`config.mk`:
```
export PLATFORM = sky130hd
export DESIGN_NAME = mem_port_arbiter
export DESIGN_NICKNAME = d
export VERILOG_FILES = /design/src/rtl/mem_port_arbiter_pkg.sv /design/src/rtl/mem_port_arbiter_arb_pick.sv /design/src/rtl/mem_port_arbiter.sv
export SDC_FILE = /design/constraint.sdc
export NUM_CORES = 1
export LEC_CHECK = 0
export ABC_AREA = 1
export CAP_MARGIN = 20
export CORE_ASPECT_RATIO = 1.1
export CORE_MARGIN = 5
export CORE_UTILIZATION = 45
export CTS_CLUSTER_DIAMETER = 80
export DETAILED_ROUTE_END_ITERATION = 12
export GPL_TIMING_DRIVEN = 0
export PLACE_DENSITY_LB_ADDON = 0.3
export SYNTH_ARGS = -nofsm -noshare
export SYNTH_HDL_FRONTEND = slang
export SYNTH_SLANG_ARGS = --single-unit
```
`constraint.sdc`:
```
create_clock -name clk -period 2 [get_ports clk]
set_input_delay 0.2 -clock clk [delete_from_list [all_inputs] [get_ports clk]]
set_output_delay 0.2 -clock clk [all_outputs]
set_load 0.005 [all_outputs]
```
`src/rtl/mem_port_arbiter_pkg.sv`:
```
// rtl/mem_port_arbiter_pkg.sv - shared widths, FSM and owner encodings for the memory port arbiter
package mem_port_arbiter_pkg;

  localparam int DataWidth  = 32;
  localparam int AddrWidth  = 32;
  localparam int Func3Width = 3;
  localparam int CntWidth   = 4;

  localparam logic [Func3Width-1:0] FUNC3_WORD = 3'b010;

  typedef enum logic [1:0] {
    ARB_IDLE   = 2'd0,
    ARB_ACCESS = 2'd1,
    ARB_RESP   = 2'd2
  } arb_state_e;

  typedef enum logic {
    OWNER_IF = 1'b0,
    OWNER_LS = 1'b1
  } owner_e;

endpackage

```
`src/rtl/mem_port_arbiter_arb_pick.sv`:
```
// rtl/mem_port_arbiter_arb_pick.sv - combinational winner selection between fetch and load/store
// ARB_ROUND_ROBIN_EN: alternate on ties using last grant; otherwise LS beats IF.
module arb_pick
  import mem_port_arbiter_pkg::*;
(
  input  logic   i_if_req,
  input  logic   i_ls_req,
  input  owner_e i_last_grant,
  output logic   o_grant_valid,
  output owner_e o_grant_owner
);

  logic w_prefer_if;

`ifdef ARB_ROUND_ROBIN_EN
  assign w_prefer_if = (i_last_grant == OWNER_LS);
`else
  logic w_unused_last_grant;
  assign w_unused_last_grant = i_last_grant;
  assign w_prefer_if         = 1'b0;
`endif

  assign o_grant_valid = i_if_req | i_ls_req;

  // A lone requester always wins; w_prefer_if only breaks ties.
  always_comb begin
    o_grant_owner = OWNER_LS;
    if (i_if_req && (!i_ls_req || w_prefer_if)) begin
      o_grant_owner = OWNER_IF;
    end
  end

endmodule

```
`src/rtl/mem_port_arbiter.sv`:
```
// rtl/mem_port_arbiter.sv - shares one data memory between fetch and load/store with fixed latency
// Tie policy selected by ARB_ROUND_ROBIN_EN inside arb_pick.
module mem_port_arbiter
  import mem_port_arbiter_pkg::*;
#(
  parameter int DATA_W      = DataWidth,
  parameter int ADDR_W      = AddrWidth,
  parameter int MEM_LATENCY = 1
) (
  input  logic                  clk,
  input  logic                  reset,
  input  logic                  if_req,
  input  logic [ADDR_W-1:0]     if_addr,
  output logic                  if_ready,
  output logic [DATA_W-1:0]     if_rdata,
  input  logic                  ls_req,
  input  logic                  ls_we,
  input  logic [ADDR_W-1:0]     ls_addr,
  input  logic [DATA_W-1:0]     ls_wdata,
  input  logic [Func3Width-1:0] ls_func3,
  output logic                  ls_ready,
  output logic [DATA_W-1:0]     ls_rdata,
  output logic [ADDR_W-1:0]     mem_addr,
  output logic                  mem_we,
  output logic [DATA_W-1:0]     mem_wdata,
  output logic [Func3Width-1:0] mem_func3,
  input  logic [DATA_W-1:0]     mem_rdata
);

  localparam logic [CntWidth-1:0] CNT_LOAD = CntWidth'(MEM_LATENCY - 1);

  arb_state_e            r_state;
  arb_state_e            w_next_state;
  logic [CntWidth-1:0]   r_cnt;
  owner_e                r_owner;
  owner_e                r_last_grant;
  logic                  r_is_store;
  logic [ADDR_W-1:0]     r_mem_addr;
  logic [DATA_W-1:0]     r_mem_wdata;
  logic [Func3Width-1:0] r_mem_func3;
  logic [DATA_W-1:0]     r_if_rdata;
  logic [DATA_W-1:0]     r_ls_rdata;

  logic   w_grant_valid;
  owner_e w_grant_owner;
  logic   w_grant;
  logic   w_capture;
  logic   w_mem_we;
  logic   w_if_ready;
  logic   w_ls_ready;

  arb_pick u_arb_pick (
    .i_if_req      (if_req),
    .i_ls_req      (ls_req),
    .i_last_grant  (r_last_grant),
    .o_grant_valid (w_grant_valid),
    .o_grant_owner (w_grant_owner)
  );

  always_ff @(posedge clk) begin
    if (reset) begin
      r_state <= ARB_IDLE;
    end else begin
      r_state <= w_next_state;
    end
  end

  always_comb begin
    w_next_state = r_state;
    w_grant      = 1'b0;
    w_capture    = 1'b0;
    w_mem_we     = 1'b0;
    w_if_ready   = 1'b0;
    w_ls_ready   = 1'b0;
    unique case (r_state)
      ARB_IDLE: begin
        if (w_grant_valid) begin
          w_grant      = 1'b1;
          w_next_state = ARB_ACCESS;
        end
      end
      ARB_ACCESS: begin
        // Counter still holds its load value only in the first access cycle.
        w_mem_we = r_is_store && (r_cnt == CNT_LOAD);
        if (r_cnt == '0) begin
          w_capture    = 1'b1;
          w_next_state = ARB_RESP;
        end
      end
      ARB_RESP: begin
        w_if_ready   = (r_owner == OWNER_IF);
        w_ls_ready   = (r_owner == OWNER_LS);
        w_next_state = ARB_IDLE;
      end
      default: w_next_state = ARB_IDLE;
    endcase
  end

  always_ff @(posedge clk) begin
    if (reset) begin
      r_cnt        <= '0;
      r_owner      <= OWNER_LS;
      r_last_grant <= OWNER_LS;
      r_is_store   <= 1'b0;
      r_mem_addr   <= '0;
      r_mem_wdata  <= '0;
      r_mem_func3  <= '0;
      r_if_rdata   <= '0;
      r_ls_rdata   <= '0;
    end else begin
      if (w_grant) begin
        r_owner      <= w_grant_owner;
        r_last_grant <= w_grant_owner;
        r_cnt        <= CNT_LOAD;
        if (w_grant_owner == OWNER_LS) begin
          r_mem_addr  <= ls_addr;
          r_mem_wdata <= ls_wdata;
          r_mem_func3 <= ls_func3;
          r_is_store  <= ls_we;
        end else begin
          r_mem_addr  <= if_addr;
          r_mem_func3 <= FUNC3_WORD;
          r_is_store  <= 1'b0;
        end
      end else if (r_state == ARB_ACCESS && r_cnt != '0) begin
        r_cnt <= r_cnt - CntWidth'(1);
      end
      if (w_capture && !r_is_store) begin
        if (r_owner == OWNER_LS) begin
          r_ls_rdata <= mem_rdata;
        end else begin
          r_if_rdata <= mem_rdata;
        end
      end
    end
  end

  // Gating with reset keeps a write or handshake from escaping in the reset cycle.
  assign mem_we    = w_mem_we & ~reset;
  assign if_ready  = w_if_ready & ~reset;
  assign ls_ready  = w_ls_ready & ~reset;
  assign mem_addr  = r_mem_addr;
  assign mem_wdata = r_mem_wdata;
  assign mem_func3 = r_mem_func3;
  assign if_rdata  = r_if_rdata;
  assign ls_rdata  = r_ls_rdata;

endmodule

```
# Word level (Yosys, flattened, before mapping)
# Cells that the tools add are included.
[word_totals]
output_inout_bits = 134
latchBits = 0
mem_bits_ro = 0
word_cells = 49
n_memories = 0
in_bits = 136
ramBits = 0
reg_bits = 139
[classes]
mux = 14
shift = 0
mul = 0
n_reduce_logical = 14
n_addsub = 1
order_cmp = 0
eq_ne = 4
div = 0
bitwise = 7
[op_table]
columns = ["operator", "n"]
rows = [
  ["$mux 32", 1],
  ["$mux 1", 9],
  ["$reduce_and 2->1", 4],
  ["$logic_and 1x1->1", 4],
  ["$logic_not 4->1", 1],
  ["$mux 2", 2],
  ["$pmux 2 s2", 1],
  ["$reduce_bool 4->1", 1],
  ["$sub 4x1->4 const B", 1],
  ["$and 1x1->1", 3],
  ["$mux 3", 1],
  ["$not 1->1", 3],
  ["$eq 2x1->1 const B", 1],
  ["$eq 2x2->1 const B", 1],
  ["$logic_not 1->1", 2],
  ["$logic_not 2->1", 1],
  ["$ne 2x1->1 const B", 1],
  ["$ne 2x2->1 const B", 1],
  ["$reduce_or 2->1", 1],
  ["$or 1x1->1", 1],
]

# Longest topological paths before layout
# Gate-level depths: netlist of the first run.
[depth]
ltp_word = 5
mapped_depth = 8
ltp_nobuf = 7

# Modules after synthesis
# Synthesis of the first run repeated with hierarchy kept, for this count alone.
[unflattened]
hier_cells = 775
area_unflattened_um2 = 5744.3
[by_module_without_submodules]
columns = ["mod", "cells_each", "area_per_inst_um2", "instances", "seq_area_each_um2"]
rows = [
  ["mem_port_arbiter", 771, 5729.2, 1, 2782.7],
  ["arb_pick", 4, 15.0, 1, 0.0],
]

# Worst setup path after synthesis of the first run
# Ideal clock, no wire load.
[synth_path]
path_type = "reg-to-reg"
from = "register r_cnt[0]"
to = "register r_if_rdata[22] (netlist: if_rdata[22])"
stages_incl_launch_ff = 9
required_ns = 1.887
synth_period_minus_slack_ns = 1.355
setup_time_ns = 0.113
path_slack_ns = 0.645
path_buffers = 1
arrival_ns = 1.242
cell_sequence = "dfxtp_1 inv_1 ha_1 nand2_2 nor2_8 buf_6 nand4_1 nand2_1 nor2_1"
[synth_via]
elab_chain_len = 5
[synth_rtl]
columns = ["element", "line", "rtl"]
rows = [
  ["start, declared", "mem_port_arbiter.sv:34", "logic [CntWidth-1:0] r_cnt;"],
  ["start signal, assigned", "mem_port_arbiter.sv:126", "r_cnt <= r_cnt - CntWidth'(1);"],
  ["$logic_not 4->1", "mem_port_arbiter.sv:85", "if (r_cnt == '0) begin"],
  ["$mux 1", "mem_port_arbiter.sv:85", ""],
  ["$mux 1", "mem_port_arbiter.sv:75", "unique case (r_state)"],
  ["$logic_and 1x1->1", "mem_port_arbiter.sv:128", "if (w_capture && !r_is_store) begin"],
  ["$reduce_and 2->1 (no line)", "-", ""],
  ["end signal, assigned", "mem_port_arbiter.sv:132", "r_if_rdata <= mem_rdata;"],
  ["end, declared", "mem_port_arbiter.sv:41", "logic [DATA_W-1:0] r_if_rdata;"],
]
# Every way passes these cells.
# A chain may end at the register's enable or synchronous reset.

# Worst setup path after layout of the first run
[layout_path]
from = "register r_is_store"
to = "output port mem_we"
[layout_via]
elab_chain_len = 3
[layout_rtl]
columns = ["element", "line", "rtl"]
rows = [
  ["start, declared", "mem_port_arbiter.sv:37", "logic r_is_store;"],
  ["start signal, assigned", "mem_port_arbiter.sv:119", "r_is_store <= ls_we;"],
  ["$logic_and 1x1->1", "mem_port_arbiter.sv:84", "w_mem_we = r_is_store && (r_cnt == CNT_LOAD);"],
  ["$mux 1", "mem_port_arbiter.sv:75", ""],
  ["$and 1x1->1", "mem_port_arbiter.sv:139", "assign mem_we = w_mem_we & ~reset;"],
  ["end, declared", "mem_port_arbiter.sv:24", "output logic mem_we,"],
]
# Every way passes these cells.

==> reports/results.ini, run 1 <==
[global_routing]
grtUsageTotal_pct = 24.8
grt_first_pass_wirelength_mm = 30.4
overflow = 0
grt_max_degree = 20
grt_pass1_vias = 6103
antenna_found_initial = 0

[timing]
min_period_over_period_pct = 94.1
rsz0062_at_grt = no
slew_violations = 0
postLayoutSetupSlackWorst_ns = 0.117
setup_violations = 0
layout_min_cycle_time_ns = 1.88
hold_viol = 0
fin_worst_skew_ns = 0.00533
relSlewSlack_pct = 67.6
tightest_slew_ns = 0.486
max_freq_mhz = 531

[setup_path]
required_ns = 1.80
worst-setup-path-type = reg -> out
r2r-end = if_rdata[20]$_SDFFE_PP0P_
rr_worst_depth = 6
crit_start = r_is_store$_SDFFE_PP0P_
reg2reg_slack_ns = 0.34
start_kind = flip-flop
cp_max_fo = 19
cp-end-kind = output pin
rr_startpoint = r_is_store$_SDFFE_PP0P_
cp.arrival_ns = 1.68
crit_path_end = mem_we

[cts]
cts_tree = yes
ctsHoldBuffers = 0
clockBufferDepth = 2
clockRootBuffer = clkbuf_16
numCtsBuffers = 17
cts.sinks = 139
clk_pin_slew_worst_paths_ns = 0.05
insertion_delay_ns = 0.42
h-tree-depth = 4

[synth]
synth_top_family_by_area = simple AND/OR/NAND/NOR gates
synth_compound_area_share_pct = 12.1
syn-num-nets = 942
syn_inst = 805
synth-xor-area-share_pct = 0
ys_top_cells_by_area = dfxtp_1, nor2_1, o21ai_0, nand2_1, nand4_1
ys_ff_latch = 139
synth_mux_area_share_pct = 0
synth.distinct_cells = 27
synth_adder_area_share_pct = 0.214
synth.avg_cell_area_um2 = 7.25
synth_top_area_share_pct = 47.7
synth-simple-area-share_pct = 29.2
synth_warnings = 0
mappedNetlistArea_um2 = 5840
post-synth-top-area-cell = dfxtp_1
synth_seq_area_share_pct = 47.7

[cells_and_area]
antenna_cells = 0
layout-drive-gt1-share_pct = 6.89
final_nets = 1227
syn_to_final_growth_pct = 59.7

[routing]
dr.pass1.iters = 5
drc = 0
vias_per_cell = 4.97
drt_iter0_drc = 479
num_vias = 6263
ant_nets = 0
wire_per_inst_um = 15.6
wirelength_mm = 19.6

[floorplan]
num_rows = 43
dieArea_um2 = 15300
die_h_um = 129
core_um2 = 12600
die_w_um = 119
ios = 270
start_util_pct = 46.2

[run_status]
status = completed

[pwr]
ir_drop_mv = 0.624
power.density_nw_per_um2 = 855
p_leak_uw = 0.00393
total_power_uw = 7970

[placed_design]
place.port_buffers = 268
hpwl_mm = 14.7
place.gp.congestion = 0.866
post-place-ws_ns = 0.00696

[run]
drv_cap = 0

[hold_path]
hold_path.class = in -> reg

-- cells in the final DEF, fill, tap and decap left out, types with 2 or more instances in the layout --
cell type,n
a21oi_1,39
buf_1,7
buf_2,12
buf_4,2
buf_6,13
bufinv_16,2
clkbuf_1,27
clkbuf_16,17
clkbuf_2,2
clkbuf_8,4
clkdlybuf4s50_1,265
clkinv_2,4
dfxtp_1,139
inv_1,72
inv_2,3
nand2_1,113
nand2_2,2
nand4_1,64
nor2_1,196
nor2_2,2
nor2_4,3
nor4_2,2
o21ai_0,98
-- critical path, stage by stage, from the launching register on --
cell             delay, ns
dfxtp_1               0.30
inv_1                 0.08
buf_2                 0.26
nor4_4                0.34
clkdlybuf4s15_1       0.28
-- repair_timing --
action	in CTS	in global routing
pin swaps	0	0
endpoints found under the setup margin	3	2
gates resized for setup	10	4
buffers inserted	0	0
endpoints found under the hold margin	0	0
-- layer usage --
layer / vias up / track usage (%) / wire length, um
met5: - / 0 / 0
met4: 0 / 10.7 / 688
met3: 48 / 10.7 / 2050
met2: 245 / 43.0 / 9610
met1: 2809 / 26.4 / 7280
li1: 3161 / - / -
-- cells by family (layout without fill, tap and decap cells) --
family | count (synthesis) | after routing
AOI/OAI and AO/OA | 140 | 140
and+or+nand+nor | 389 | 389
DFF | 139 | 139
adders and majority gates | 1 | 1
buffers and inverters | 136 | 434
-- stage by stage --
step	std cells	hold WS (ns)	instance area [um^2]	utilization [%]	TNS (ns)
after floorplan	805	0.342	5840	-	0
after global placement	1230	0.452	8710	68.9	0
after detailed placement	1230	0.456	8710	68.9	0
after CTS	1260	0.0807	9310	73.6	-0.00604
after global routing	1260	0.139	9320	73.7	0
final	1260	0.112	9320	73.7	0
-- worst min-delay path by stage --
stage	from	end	cells past startpoint
after floorplan	ls_we	r_is_store$_SDFFE_PP0P_	2
after global placement	r_cnt[0]$_SDFFE_PP0P_	r_cnt[0]$_SDFFE_PP0P_	2
after detailed placement	mem_func3[0]$_SDFFE_PP0P_	mem_func3[0]$_SDFFE_PP0P_	2
after CTS	reset	mem_func3[2]$_SDFFE_PP0P_	2
after global routing	reset	mem_func3[2]$_SDFFE_PP0P_	2
final	reset	mem_func3[0]$_SDFFE_PP0P_	2
-- cells in the mapped netlist (all sizes together) --
master,n
o211ai,1
buf,36
nand3b,1
inv,76
nand2,115
nand3,1
or2,1
nor2,202
dfxtp,139
a21oi,39
nor4,3
clkbuf,24
nor3,1
ha,1
o21ai,100
nand4,65
-- report_power, final --
group          internal [uW]  leakage, uW  switching [uW]
logic                    924      0.00250             783
registers               3030      0.00114             134
clock network           1960     0.000287            1130
total                   5920      0.00393            2050
-- state kept, by name (all words and copies together), names as in the netlist --
| signal | count |
|---|---|
| r_owner | 1 |
| if_rdata | 32 |
| mem_addr | 32 |
| ls_rdata | 32 |
| mem_func3 | 3 |
| r_is_store | 1 |
| r_cnt | 4 |
| mem_wdata | 32 |
| r_state | 2 |
-- layout make-up --
type	count	area, um^2
plain buffers	58	339
clock buffers	25	495
clock inverters	7	87.6
fillers	1000	3330
inverters	76	288
multi-input cells	530	2450
flip-flops and latches	139	2780
well taps	157	196
repair buffers	268	2680
(Power assumes the default switching activity.)
==> run 2, diff against run 1 <==
CORE_UTILIZATION = 30   (was 45)
==> reports/results.ini, run 2 (synthesized netlist as in run 1, its figures left out) <==
[run_status]
status = completed

[setup_path]
crit_top_cell = buf_2
worst-setup-path-type = reg -> out
required_ns = 1.80
cp_max_fo = 10
cp.arrival_ns = 1.67
crit_start = r_owner$_SDFFE_PP1P_
cp-end-kind = output pin
crit_path_end = if_ready
critPathSlowestCell = dfxtp_1
start_kind = flip-flop
rr_startpoint = r_is_store$_SDFFE_PP0P_
worstPathCellList = buf_2 > buf_2 > nor4_2 > clkdlybuf4s15_1
rr_worst_depth = 6
reg2reg_slack_ns = 0.39
r2r-end = if_rdata[1]$_SDFFE_PP0P_
critPathMaxStageDelay_ns = 0.29

[cts]
ctsHoldBuffers = 0
clockRootBuffer = clkbuf_16
clockBufferDepth = 2
insertion_delay_ns = 0.41
cts_tree = yes
h-tree-depth = 4
cts.sinks = 139
clk_pin_slew_worst_paths_ns = 0.06
numCtsBuffers = 17

[routing]
wire_per_inst_um = 15.0
drt_iter0_drc = 243
dr.pass1.iters = 4
vias_per_cell = 4.56
ant_nets = 0
drc = 0
num_vias = 6158
wirelength_mm = 20.2

[hold_path]
hold_path.class = in -> reg

[cells_and_area]
final_common_cell = clkdlybuf4s50_1
seqCellArea_um2 = 2780
fill_cells = 1909
antenna_cells = 0
syn_to_final_growth_pct = 61.9
stdcell_count = 1350
layout-drive-gt1-share_pct = 7.07
final_cell_mix = clkdlybuf4s50_1, nor2_1, dfxtp_1
final_nets = 1227
fin_util_pct = 49.5
multi_input_area_um2 = 2450

[timing]
fin_worst_skew_ns = 0.0106
tightest_slew_ns = 0.544
max_freq_mhz = 534
relSlewSlack_pct = 63.7
setup_tns_ns = 0
rsz0062_at_grt = no
layout_min_cycle_time_ns = 1.87
min_period_over_period_pct = 93.6
hold_viol = 0
setup_violations = 0
slew_violations = 0

[floorplan]
die_h_um = 156
ios = 270
start_util_pct = 30.6
die_w_um = 143
num_rows = 53
core_um2 = 19100
dieArea_um2 = 22300

[global_routing]
overflow = 0
grt_max_degree = 20
antenna_found_initial = 0
grt_first_pass_wirelength_mm = 31.1
grtUsageTotal_pct = 17.6
grt_pass1_vias = 6050

[pwr]
total_power_uw = 8080
ir_drop_mv = 0.572
power_frac_clock_pct = 39.8
p_leak_uw = 0.00392
p_comb_share_pct = 21.0
swShare_pct = 26.6
power.internal_uw = 5930
pwr-share-seq_pct = 39.2
power.switching_uw = 2150
power.density_nw_per_um2 = 855

[placed_design]
place.port_buffers = 268
place.gp.congestion = 0.836
hpwl_mm = 15.6
dpl.cell_count = 1320

[run]
drv_cap = 0

## run 2: final cells by class
cell class                      count  share of cell area (%)
Inverter                           76                    3.05
Multi-Input combinational cell    530                    26.0
Clock inverter                     13                    1.75
Buffer                             58                    3.62
Clock buffer                       19                    4.58
Timing Repair Buffer              268                    28.3
Sequential cell                   139                    29.5
Tap cell                          247                    3.27
## run 2: stage by stage
| step | instance area, um^2 | setup slack, ns | hold WS (ns) |
|---|---|---|---|
| after floorplan | 5840 | 0.645 | 0.342 |
| after global placement | 8830 | -0.133 | 0.453 |
| after detailed placement | 8830 | -0.136 | 0.461 |
| after CTS | 9430 | 0.00249 | 0.0785 |
| after global routing | 9450 | 0.00932 | 0.120 |
| final | 9450 | 0.128 | 0.125 |
## run 2: timing repair
item                                    CTS  global route
endpoints found under the setup margin    3             3
gates resized for setup                   7            11
buffers inserted                          0             0
cloned                                    0             0
## run 2: per-layer routing
metal  share of wire [%]  GRT usage [%]  wire, um  up-vias
li1                    -              -         -     3161
met1                  40           19.6      8000     2749
met2                  48           30.5      9760      233
met3                  11           8.16      2210       15
met4                 1.1           4.48       229        0
met5                   0              0         0        -
## run 2: power groups by stage
stage | registers [uW] | clock network [uW] | logic [uW]
after floorplan | 3240 | 0 | 684
after global placement | 3220 | 0 | 1700
after detailed placement | 3230 | 0 | 1710
after CTS | 3170 | 3290 | 1710
after global routing | 3200 | 3430 | 1880
final | 3170 | 3210 | 1690
## run 2: critical path, delay by kind of cell (launching register included)
family        cells  cell delay [ns]
buf+inv           3             0.68
flops             1             0.29
simple gates      1             0.28
## run 2: how the worst min path moves through the flow
stage,start,cells after the start,end
2_1_floorplan,ls_we,2,r_is_store$_SDFFE_PP0P_
3_3_place_gp,r_cnt[0]$_SDFFE_PP0P_,2,r_cnt[0]$_SDFFE_PP0P_
3_5_place_dp,r_cnt[0]$_SDFFE_PP0P_,2,r_cnt[0]$_SDFFE_PP0P_
4_1_cts,reset,2,mem_func3[2]$_SDFFE_PP0P_
5_1_grt,reset,2,mem_func3[0]$_SDFFE_PP0P_
6_report,reset,2,mem_func3[0]$_SDFFE_PP0P_
